<file path="src/rtl/ext_pkg.sv">
// Shared encodings and helpers for the immediate-extend pipeline.
package ext_pkg;

  localparam int unsigned EXT_OP_W = 3;

  localparam logic [EXT_OP_W-1:0] EXT_ZERO  = 3'b000;
  localparam logic [EXT_OP_W-1:0] EXT_SIGN  = 3'b001;
  localparam logic [EXT_OP_W-1:0] EXT_LUI   = 3'b010;
  localparam logic [EXT_OP_W-1:0] EXT_BROFF = 3'b011;

  // Every encoding above the last defined mode is undefined.
  function automatic logic is_illegal_op(input logic [EXT_OP_W-1:0] op);
    return (op > EXT_BROFF);
  endfunction

endpackage

</file>
<file path="src/rtl/ext_pipe_core.sv">
// Combinational immediate extender: maps imm/ext_op to the extended word and an illegal flag.
module ext_pipe_core
  import ext_pkg::*;
#(
  parameter int unsigned IMM_W  = 16,
  parameter int unsigned DATA_W = 32
) (
  input  logic [IMM_W-1:0]    imm,
  input  logic [EXT_OP_W-1:0] ext_op,
  output logic [DATA_W-1:0]   ext_out,
  output logic                illegal_op
);

  logic [DATA_W-1:0] sext;

  assign sext = {{(DATA_W-IMM_W){imm[IMM_W-1]}}, imm};

  always_comb begin
    ext_out    = '0;
    illegal_op = is_illegal_op(ext_op);
    case (ext_op)
      EXT_ZERO:  ext_out = {{(DATA_W-IMM_W){1'b0}}, imm};
      EXT_SIGN:  ext_out = sext;
      EXT_LUI:   ext_out[DATA_W-1 -: IMM_W] = imm;
      // Top two bits of the sign-extended value fall off the word.
      EXT_BROFF: ext_out = sext << 2;
      default:   ext_out = {DATA_W{imm[IMM_W-1]}};
    endcase
  end

endmodule

</file>
<file path="src/rtl/ext_pipe.sv">
// Registered immediate-extend unit: one main output register plus a skid register,
// valid/ready on both sides, and a saturating count of accepted illegal ops.
module ext_pipe
  import ext_pkg::*;
#(
  parameter int unsigned IMM_W     = 16,
  parameter int unsigned DATA_W    = 32,
  parameter int unsigned ILL_CNT_W = 8
) (
  input  logic                 clk,
  input  logic                 rst_n,
  input  logic                 in_valid,
  output logic                 in_ready,
  input  logic [IMM_W-1:0]     imm,
  input  logic [EXT_OP_W-1:0]  ext_op,
  output logic                 out_valid,
  input  logic                 out_ready,
  output logic [DATA_W-1:0]    ext_out,
  output logic                 illegal_op,
  output logic [ILL_CNT_W-1:0] ill_cnt
);

  logic [DATA_W-1:0]    core_out;
  logic                 core_ill;

  logic                 main_valid_q, main_valid_d;
  logic [DATA_W-1:0]    main_data_q, main_data_d;
  logic                 main_ill_q, main_ill_d;
  logic                 skid_valid_q, skid_valid_d;
  logic [DATA_W-1:0]    skid_data_q, skid_data_d;
  logic                 skid_ill_q, skid_ill_d;
  logic [ILL_CNT_W-1:0] ill_cnt_q, ill_cnt_d;

  logic accept;
  logic drain;

  ext_pipe_core #(
    .IMM_W (IMM_W),
    .DATA_W(DATA_W)
  ) u_core (
    .imm       (imm),
    .ext_op    (ext_op),
    .ext_out   (core_out),
    .illegal_op(core_ill)
  );

  // Ready depends only on stored state, never on out_ready.
  assign in_ready = ~skid_valid_q;
  assign accept   = in_valid & in_ready;
  assign drain    = main_valid_q & out_ready;

  always_comb begin
    main_valid_d = main_valid_q;
    main_data_d  = main_data_q;
    main_ill_d   = main_ill_q;
    skid_valid_d = skid_valid_q;
    skid_data_d  = skid_data_q;
    skid_ill_d   = skid_ill_q;
    ill_cnt_d    = ill_cnt_q;

    if (drain) begin
      if (skid_valid_q) begin
        // in_ready is low here, so no new input competes for main.
        main_data_d  = skid_data_q;
        main_ill_d   = skid_ill_q;
        skid_valid_d = 1'b0;
      end else if (accept) begin
        main_data_d = core_out;
        main_ill_d  = core_ill;
      end else begin
        main_valid_d = 1'b0;
      end
    end else if (accept) begin
      if (main_valid_q) begin
        skid_valid_d = 1'b1;
        skid_data_d  = core_out;
        skid_ill_d   = core_ill;
      end else begin
        main_valid_d = 1'b1;
        main_data_d  = core_out;
        main_ill_d   = core_ill;
      end
    end

    if (accept && core_ill && (ill_cnt_q != {ILL_CNT_W{1'b1}})) begin
      ill_cnt_d = ill_cnt_q + ILL_CNT_W'(1);
    end
  end

  always_ff @(posedge clk or negedge rst_n) begin
    if (!rst_n) begin
      main_valid_q <= 1'b0;
      main_data_q  <= '0;
      main_ill_q   <= 1'b0;
      skid_valid_q <= 1'b0;
      skid_data_q  <= '0;
      skid_ill_q   <= 1'b0;
      ill_cnt_q    <= '0;
    end else begin
      main_valid_q <= main_valid_d;
      main_data_q  <= main_data_d;
      main_ill_q   <= main_ill_d;
      skid_valid_q <= skid_valid_d;
      skid_data_q  <= skid_data_d;
      skid_ill_q   <= skid_ill_d;
      ill_cnt_q    <= ill_cnt_d;
    end
  end

  assign out_valid  = main_valid_q;
  assign ext_out    = main_data_q;
  assign illegal_op = main_ill_q;
  assign ill_cnt    = ill_cnt_q;

endmodule

</file>
<file path="config.mk">
export PLATFORM = sky130hd
export DESIGN_NAME = ext_pipe
export DESIGN_NICKNAME = d
export VERILOG_FILES = /design/src/rtl/ext_pkg.sv /design/src/rtl/ext_pipe_core.sv /design/src/rtl/ext_pipe.sv
export SDC_FILE = /design/constraint.sdc
export NUM_CORES = 1
export LEC_CHECK = 0
export ABC_CLOCK_PERIOD_IN_PS = 3600
export CAP_MARGIN = 20
export CORE_ASPECT_RATIO = 0.5
export CORE_MARGIN = 3
export CORE_UTILIZATION = 50
export DETAILED_ROUTE_END_ITERATION = 8
export PLACE_DENSITY = 0.73
export SYNTH_ARGS = -nofsm -noshare
export SYNTH_HDL_FRONTEND = slang
export SYNTH_SLANG_ARGS = --single-unit
</file>
<file path="constraint.sdc">
create_clock -name clk -period 3.6 [get_ports clk]
set_input_delay 0.72 -clock clk [delete_from_list [all_inputs] [get_ports clk]]
set_output_delay 0.72 -clock clk [all_outputs]
set_load 0.005 [all_outputs]
</file>
==> summary.md, run 1 <==
| Metric | Value |
|---|---|
| Post-synthesis adder-cell area fraction | `0.00695` |
| DRT Pass-1 Iters | `5` |
| H-tree lvl count | `3` |
| Worst slew pin tran | `0.940 ns` |
| Fmax | `419 MHz` |
| FF+latch count, synth | `76` |
| Max-cap violations | `0` |
| Nets | `442` |
| Total routed wirelength | `8.79 mm` |
| Fin area | `4570 sq um` |
| DRC | `0` |
| Layout cells sized above 1 | `0.109` |
| Top cell type's share of synthesized area | `0.529` |
| CP Launch Type | `input pin` |
| Mapped cell area | `3600 sq um` |
| Place WS | `0.911 ns` |
| Static Leak | `0.00194 uW` |
| Core footprint | `6830 sq um` |
| Non-filler cells, final | `514` |
| WL per Instance | `17.1 microns` |
| Yosys cell types | `44` |
| Post-CTS setup buffer count | `0` |
| Iteration-0 DRC Markers | `325` |
| Largest net degree at the start of global routing | `77` |
| Die area | `8310 sq um` |
| Post-Syn Area per Cell | `9.97 sq um` |
| Final min period | `2.39 ns` |
| Antenna violations before repair | `0` |
| Clk pwr share | `0.239` |
| Die X | `126 microns` |
| Synth Instances | `361` |
| Post-synthesis simple-gate area fraction | `0.137` |
| Xor/xnor cell area share of the yosys netlist | `0.00974` |
| Post_cts resized | `0` |
| Status | `complete, no violations` |
| CP Max Fanout | `16` |
| Starting Density | `0.527` |
| Max-slew violation count | `0` |
| Required time worst endpoint | `3.87 ns` |
| Root Buffer | `clkbuf_16` |
| Global-route wire length before repair | `14.2 mm` |
| Peak VDD IR | `0.000424 V` |
| Syn nets | `386` |
| Top-count cell post-synth | `dfrtp_1` |
| Area Overhead vs Synth | `26.9%` |
| Cts hold-fix bufs | `0` |
| Main combinational cell family by area after synthesis | `compound AO/OA/AOI/OAI gates` |
| Ant diodes | `0` |
| GPL Wtd Cong | `0.816` |
| Largest delay share family, worst path | `buffers and inverters` |
| CP Buf/Inv Count | `1` |
| Area leader, netlist | `dfrtp_1` |
| Worst setup margin | `1.21 ns` |
| Synth Warn # | `0` |
| Dominant synthesized flop cell | `dfrtp_1` |
| Tcrit/Tclk final | `0.663` |
| Worst skew pair latency | `0.34 ns` |
| Post-synth EDFFs | `0` |
| All-Layer GR Usage | `0.220` |
| Worst Path Arrival | `2.66 ns` |
| DR vias/cell | `5.76` |
| CTS tree | `yes` |
| Max incr delay on CP | `0.69 ns` |
| Sequential group share of total power | `0.401` |
| Congestion Overflow GR | `0` |
| PortBufs | `65` |
| Post-synthesis mux area share | `0.0563` |
| Critical path endpoint category | `flip-flop` |
| Dpl hpwl | `5.92 mm` |
| Final ANT Viol Nets | `0` |
| IO Pins | `66` |
| WHS | `0.472 ns` |
| Worst-path cell chain | `clkdlybuf4s50_1, nor3b_4, a21oi_1, a21oi_1, mux2_2` |
| Critical path's slowest cell | `clkdlybuf4s50_1` |
| Hold Vio Cnt, Final | `0` |
| Commonest cells post-synth | `dfrtp_1, nand2_1, o21ai_0` |
| Headroom to the max-slew limit | `0.373` |
| Cell-internal power | `2610 uW` |
| TritonCTS Buffers | `9` |
| Clock Skew | `0.00704 ns` |
| Largest cells by area after synthesis | `dfrtp_1, nand2_1, mux2_2` |
| Cell mode on critical path | `a21oi_1` |
| Async S/R FF share, synth | `1.00` |
| Final Setup Violations | `0` |
| Clk pin slew, worst setup/hold paths | `0.06 ns` |
| Unrepaired setup endpoints after global routing | `false` |
| HP Class | `flip-flop to flip-flop` |
| CTS sink count | `76` |
| # rows | `21` |
| P per Cell Area | `832 nW/um^2` |
| Placed Area | `4260 sq um` |
| Synth Area in Compound Gates | `0.217` |
| Switching Fraction | `0.314` |
| Crit Path Class | `input pin to flip-flop` |
| Post-synthesis sequential area ratio | `0.529` |
| Vias in the first global route | `2830` |
| Placed instance count | `498` |
| Sw Pwr | `1190 uW` |
| Gate power share | `0.360` |
| DR vias | `2963` |
| Setup TNS | `0 ns` |
| Clock buffer depth | `2` |
| Die height | `66.0 microns` |
==> logic make-up (layout without fill, tap and decap cells) <==
logic type / Yosys count / count (layout)
xor gates and xnor gates: 4 / 4
AOI/OAI and AO/OA: 125 / 125
DFF: 76 / 76
and+or+nand+nor: 106 / 106
adders and majority gates: 2 / 2
buffers and inverters: 30 / 91
muxes: 18 / 18
==> layout by cell type (no fill, tap or decap), types with 2 or more instances in the layout <==
| cell type | count |
|---|---|
| o211ai_1 | 12 |
| o311ai_0 | 2 |
| mux2_2 | 17 |
| a21oi_1 | 36 |
| and4b_1 | 3 |
| o21a_1 | 13 |
| clkbuf_16 | 9 |
| a221oi_1 | 13 |
| dfrtp_1 | 76 |
| buf_4 | 7 |
| clkbuf_8 | 2 |
| nor3_1 | 2 |
| nand3_1 | 5 |
| a21oi_2 | 2 |
| ha_1 | 2 |
| inv_1 | 4 |
| clkinv_2 | 2 |
| nand2b_1 | 4 |
| nand4_1 | 2 |
| o21ai_0 | 37 |
| a2bb2oi_1 | 2 |
| nand2_1 | 55 |
| nor2_1 | 26 |
| xor2_1 | 3 |
| clkdlybuf4s50_1 | 64 |
==> per-layer routing <==
layer  part of all wire  GRT usage  routed length, microns  vias up
met5                  0          0                       0        -
met4             0.0077     0.0495                      68        0
met3              0.059     0.0685                     520        8
met2               0.47      0.352                    4130       78
met1               0.46      0.298                    4070     1468
li1                   -          -                       -     1409
==> cell type report <==
| class | count | area, sq um |
|---|---|---|
| Clock buffer | 12 | 256 |
| Clock inverter | 4 | 47.5 |
| Fill cell | 537 | 2260 |
| Inverter | 4 | 15.0 |
| Multi-Input combinational cell | 255 | 1540 |
| Sequential cell | 76 | 1900 |
| Tap cell | 92 | 115 |
| Timing Repair Buffer | 71 | 693 |
==> sequential cells by signal (all words and copies together), names as in the netlist <==
register,count
ill_cnt,8
out_valid,1
skid_data_q,32
skid_valid_q,1
skid_ill_q,1
ext_out,32
illegal_op,1
==> power by group through the flow <==
stage	Clock (uW)	Combinational [uW]	Sequential [uW]
2_1_floorplan	0	712	1500
3_3_place_gp	0	1330	1500
3_5_place_dp	0	1370	1520
4_1_cts	921	1380	1520
5_1_grt	960	1520	1580
6_report	908	1370	1520
==> worst paths after layout <==
| check | slack (ns) | endpoint | startpoint | depth (start not counted) |
|---|---|---|---|---|
| max in group asynchronous | 2.46 | skid_data_q[26] | rst_n | 1 |
| worst max-delay path | 1.21 | ext_out[26] | ext_op[2] | 5 |
| min in group asynchronous | 0.53 | ext_out[12] | rst_n | 1 |
| worst max register to register | 1.72 | ext_out[23] | skid_valid_q | 5 |
| worst min register to register | 0.47 | skid_ill_q | skid_ill_q | 2 |
| worst min-delay path | 0.47 | skid_ill_q | skid_ill_q | 2 |
==> metrics by stage <==
| step | total power (uW) | utilization |
|---|---|---|
| finish | 3800 | 0.668 |
| global route | 4050 | 0.668 |
| CTS | 3830 | 0.668 |
| detailed placement | 2900 | 0.624 |
| global placement | 2830 | 0.624 |
| floorplan | 2210 | - |
==> worst min-delay path, cell delays in order (launching register included) <==
cell and delay [ns]:
dfrtp_1 0.34, nand2_1 0.05, nand2_1 0.05
No activity file was read; power rests on OpenSTA's default activity.
==> run 2, diff against run 1 <==
--- a/config.mk
+++ b/config.mk
@@ -5,7 +5,7 @@
 export SDC_FILE = /design/constraint.sdc
 export NUM_CORES = 1
 export LEC_CHECK = 0
-export ABC_CLOCK_PERIOD_IN_PS = 3600
+export ABC_CLOCK_PERIOD_IN_PS = 2200
 export CAP_MARGIN = 20
 export CORE_ASPECT_RATIO = 0.5
 export CORE_MARGIN = 3
==> constraint.sdc (replaced) <==
create_clock -name clk -period 2.2 [get_ports clk]
set_input_delay 0.44 -clock clk [delete_from_list [all_inputs] [get_ports clk]]
set_output_delay 0.44 -clock clk [all_outputs]
set_load 0.005 [all_outputs]
==> run 2 against run 1 <==
  * Die area stayed put
  * Final cell count is 2.9% higher
  * Clock power grew 63%
  * Total power rose by 66%
  * Critical path depth increased by 3
  * Via count increased by 1.0%
==> summary.md, run 2 (synthesis gave the netlist of run 1 again) <==
| Metric | Value |
|---|---|
| CTS sink count | `76 (unchanged)` |
| CTS tree | `yes` |
| Max-slew violation count | `0 (unchanged)` |
| P per Cell Area | `1330 nW/um^2 (+60%)` |
| Final Setup Violations | `0 (unchanged)` |
| Worst R2R Path Depth | `7 (+2)` |
| Root Buffer | `clkbuf_16` |
| Hold Vio Cnt, Final | `0 (unchanged)` |
| Crit path from | `out_ready` |
| Final ANT Viol Nets | `0 (unchanged)` |
| Global-route wire length before repair | `15.0 mm (+5.8%)` |
| Worst slew pin tran | `0.640 ns (-0.300 ns)` |
| Critical path endpoint category | `flip-flop` |
| Clock buffer depth | `2 (unchanged)` |
| Worst skew pair latency | `0.34 ns (about the same)` |
| Fmax | `520 MHz` |
| DRT Pass-1 Iters | `5 (unchanged)` |
| DR vias/cell | `5.66 (-1.9%)` |
| Nets | `457 (+3.4%)` |
| Reg-to-Reg Start | `skid_valid_q` |
| Area of the multi-input gates | `1540 sq um (unchanged)` |
| All-Layer GR Usage | `0.232 (+0.0113)` |
| Peak VDD IR | `0.000697 V (+64%)` |
| Die area | `8310 sq um (unchanged)` |
| Register area | `1900 sq um (unchanged)` |
| Ant diodes | `0 (unchanged)` |
| DRC | `0 (unchanged)` |
| Static Leak | `0.00203 uW (+4.7%)` |
| Final min period | `1.92 ns` |
| Antenna violations before repair | `0 (unchanged)` |
| Total routed wirelength | `8.80 mm (about the same)` |
| Required time worst endpoint | `2.45 ns (-1.42 ns)` |
| # rows | `21 (unchanged)` |
| Dpl hpwl | `6.26 mm (+5.8%)` |
| Tcrit/Tclk final | `0.874` |
| Clock Skew | `0.00713 ns (+0.0000936 ns)` |
| Worst Path Arrival | `2.18 ns (-0.48 ns)` |
| Critical path's slowest cell | `clkdlybuf4s50_1` |
| Die height | `66.0 microns (unchanged)` |
| Worst-path cell chain | `clkdlybuf4s50_1, nand2_1, ha_1, nor3_4, buf_4, buf_4, nor2_1, a21oi_1` |
| Post-CTS setup buffer count | `0 (unchanged)` |
| Crit Path Class | `input pin to flip-flop` |
| CP Max Fanout | `20 (+4)` |
| Iteration-0 DRC Markers | `327 (+0.62%)` |
| GPL Wtd Cong | `0.830 (+1.7%)` |
| Fillcell total | `535 (-0.37%)` |
| CP Buf/Inv Count | `3 (+2)` |
| H-tree lvl count | `3 (unchanged)` |
| Cell mode on critical path | `buf_4` |
| Max-cap violations | `0 (unchanged)` |
| TritonCTS Buffers | `9 (unchanged)` |
| Unrepaired setup endpoints after global routing | `false` |
| R2r endpoint | `ext_out[3]` |
| Post_cts resized | `0 (unchanged)` |
| Area Overhead vs Synth | `31.4%` |
| IO Pins | `66 (unchanged)` |
| Largest net degree at the start of global routing | `52 (-32%)` |
| Clk pin slew, worst setup/hold paths | `0.06 ns (about the same)` |
| WL per Instance | `16.6 microns (-2.8%)` |
| Place WS | `-0.0598 ns (-0.971 ns)` |
| DR vias | `2993 (+1.0%)` |
| Congestion Overflow GR | `0 (unchanged)` |
| Status | `complete, no violations` |
| Largest delay share family, worst path | `buffers and inverters` |
| Layout cells sized above 1 | `0.140 (+0.0306)` |
| Most common cell after layout, fill and taps aside | `dfrtp_1` |
| Headroom to the max-slew limit | `0.573 (+0.199)` |
| Commonest cells after routing, fill and taps aside | `dfrtp_1, clkdlybuf4s50_1, nand2_1, o21ai_0, a21oi_1` |
| HP Class | `input pin to asynchronous set/reset pin` |
| PortBufs | `65 (unchanged)` |
| FF-to-FF setup slack | `0.33 ns (-1.39 ns)` |
| Die X | `126 microns (unchanged)` |
| Worst setup margin | `0.276 ns (-0.938 ns)` |
| Core footprint | `6830 sq um (unchanged)` |
| Vias in the first global route | `2921 (+3.2%)` |
| Max incr delay on CP | `0.49 ns (-0.20 ns)` |
| CP Launch Type | `input pin` |
| Starting Density | `0.527 (unchanged)` |
| Final total power | `6310 uW (+66%)` |
| Cts hold-fix bufs | `0 (unchanged)` |
==> run 2: cell count changes in the layout (fill, tap and decap cells not counted), sizes merged <==
cell	before	now
buf	7	22
==> run 2: worst max path at each step <==
stage                        endpoint  slack [ns]  cells past startpoint
final                      ext_out[3]        0.28                      8
after global routing       ext_out[3]        0.16                      7
after CTS                  ext_out[3]        0.29                      8
after detailed placement   ext_out[3]       -0.06                      8
after global placement     ext_out[3]        0.03                      8
after floorplan           ext_out[27]        0.38                      5
==> run 2: final cells by class <==
cell class / instances / share of cell area
sequential: 76 / 0.402
multi-input combinational: 255 / 0.325
timing repair buffer: 86 / 0.181
clock buffer: 12 / 0.0542
tap: 92 / 0.0243
clock inverter: 4 / 0.0101
inverter: 4 / 0.00317
==> run 2: where the power goes <==
part	switching [uW]	total [uW]	internal (uW)
sequential	421	2490	2070
combinational	987	2340	1350
clock	545	1480	935
==> run 2: per-stage QoR <==
stage	hold WS, ns	std cells	utilization	TNS, ns	area [sq um]
floorplan	0.144	361	-	0	3600
global placement	0.382	513	0.648	0	4430
detailed placement	0.384	513	0.648	-0.244	4430
CTS	0.0283	529	0.692	0	4730
global route	0.0432	529	0.692	0	4730
finish	0.0224	529	0.692	0	4730
==> run 2: metal layers <==
metal,GRT usage,routed length (microns),vias up
met5,0,0,-
met4,0.0655,101,0
met3,0.0710,583,10
met2,0.339,3950,86
met1,0.334,4160,1464
li1,-,-,1433
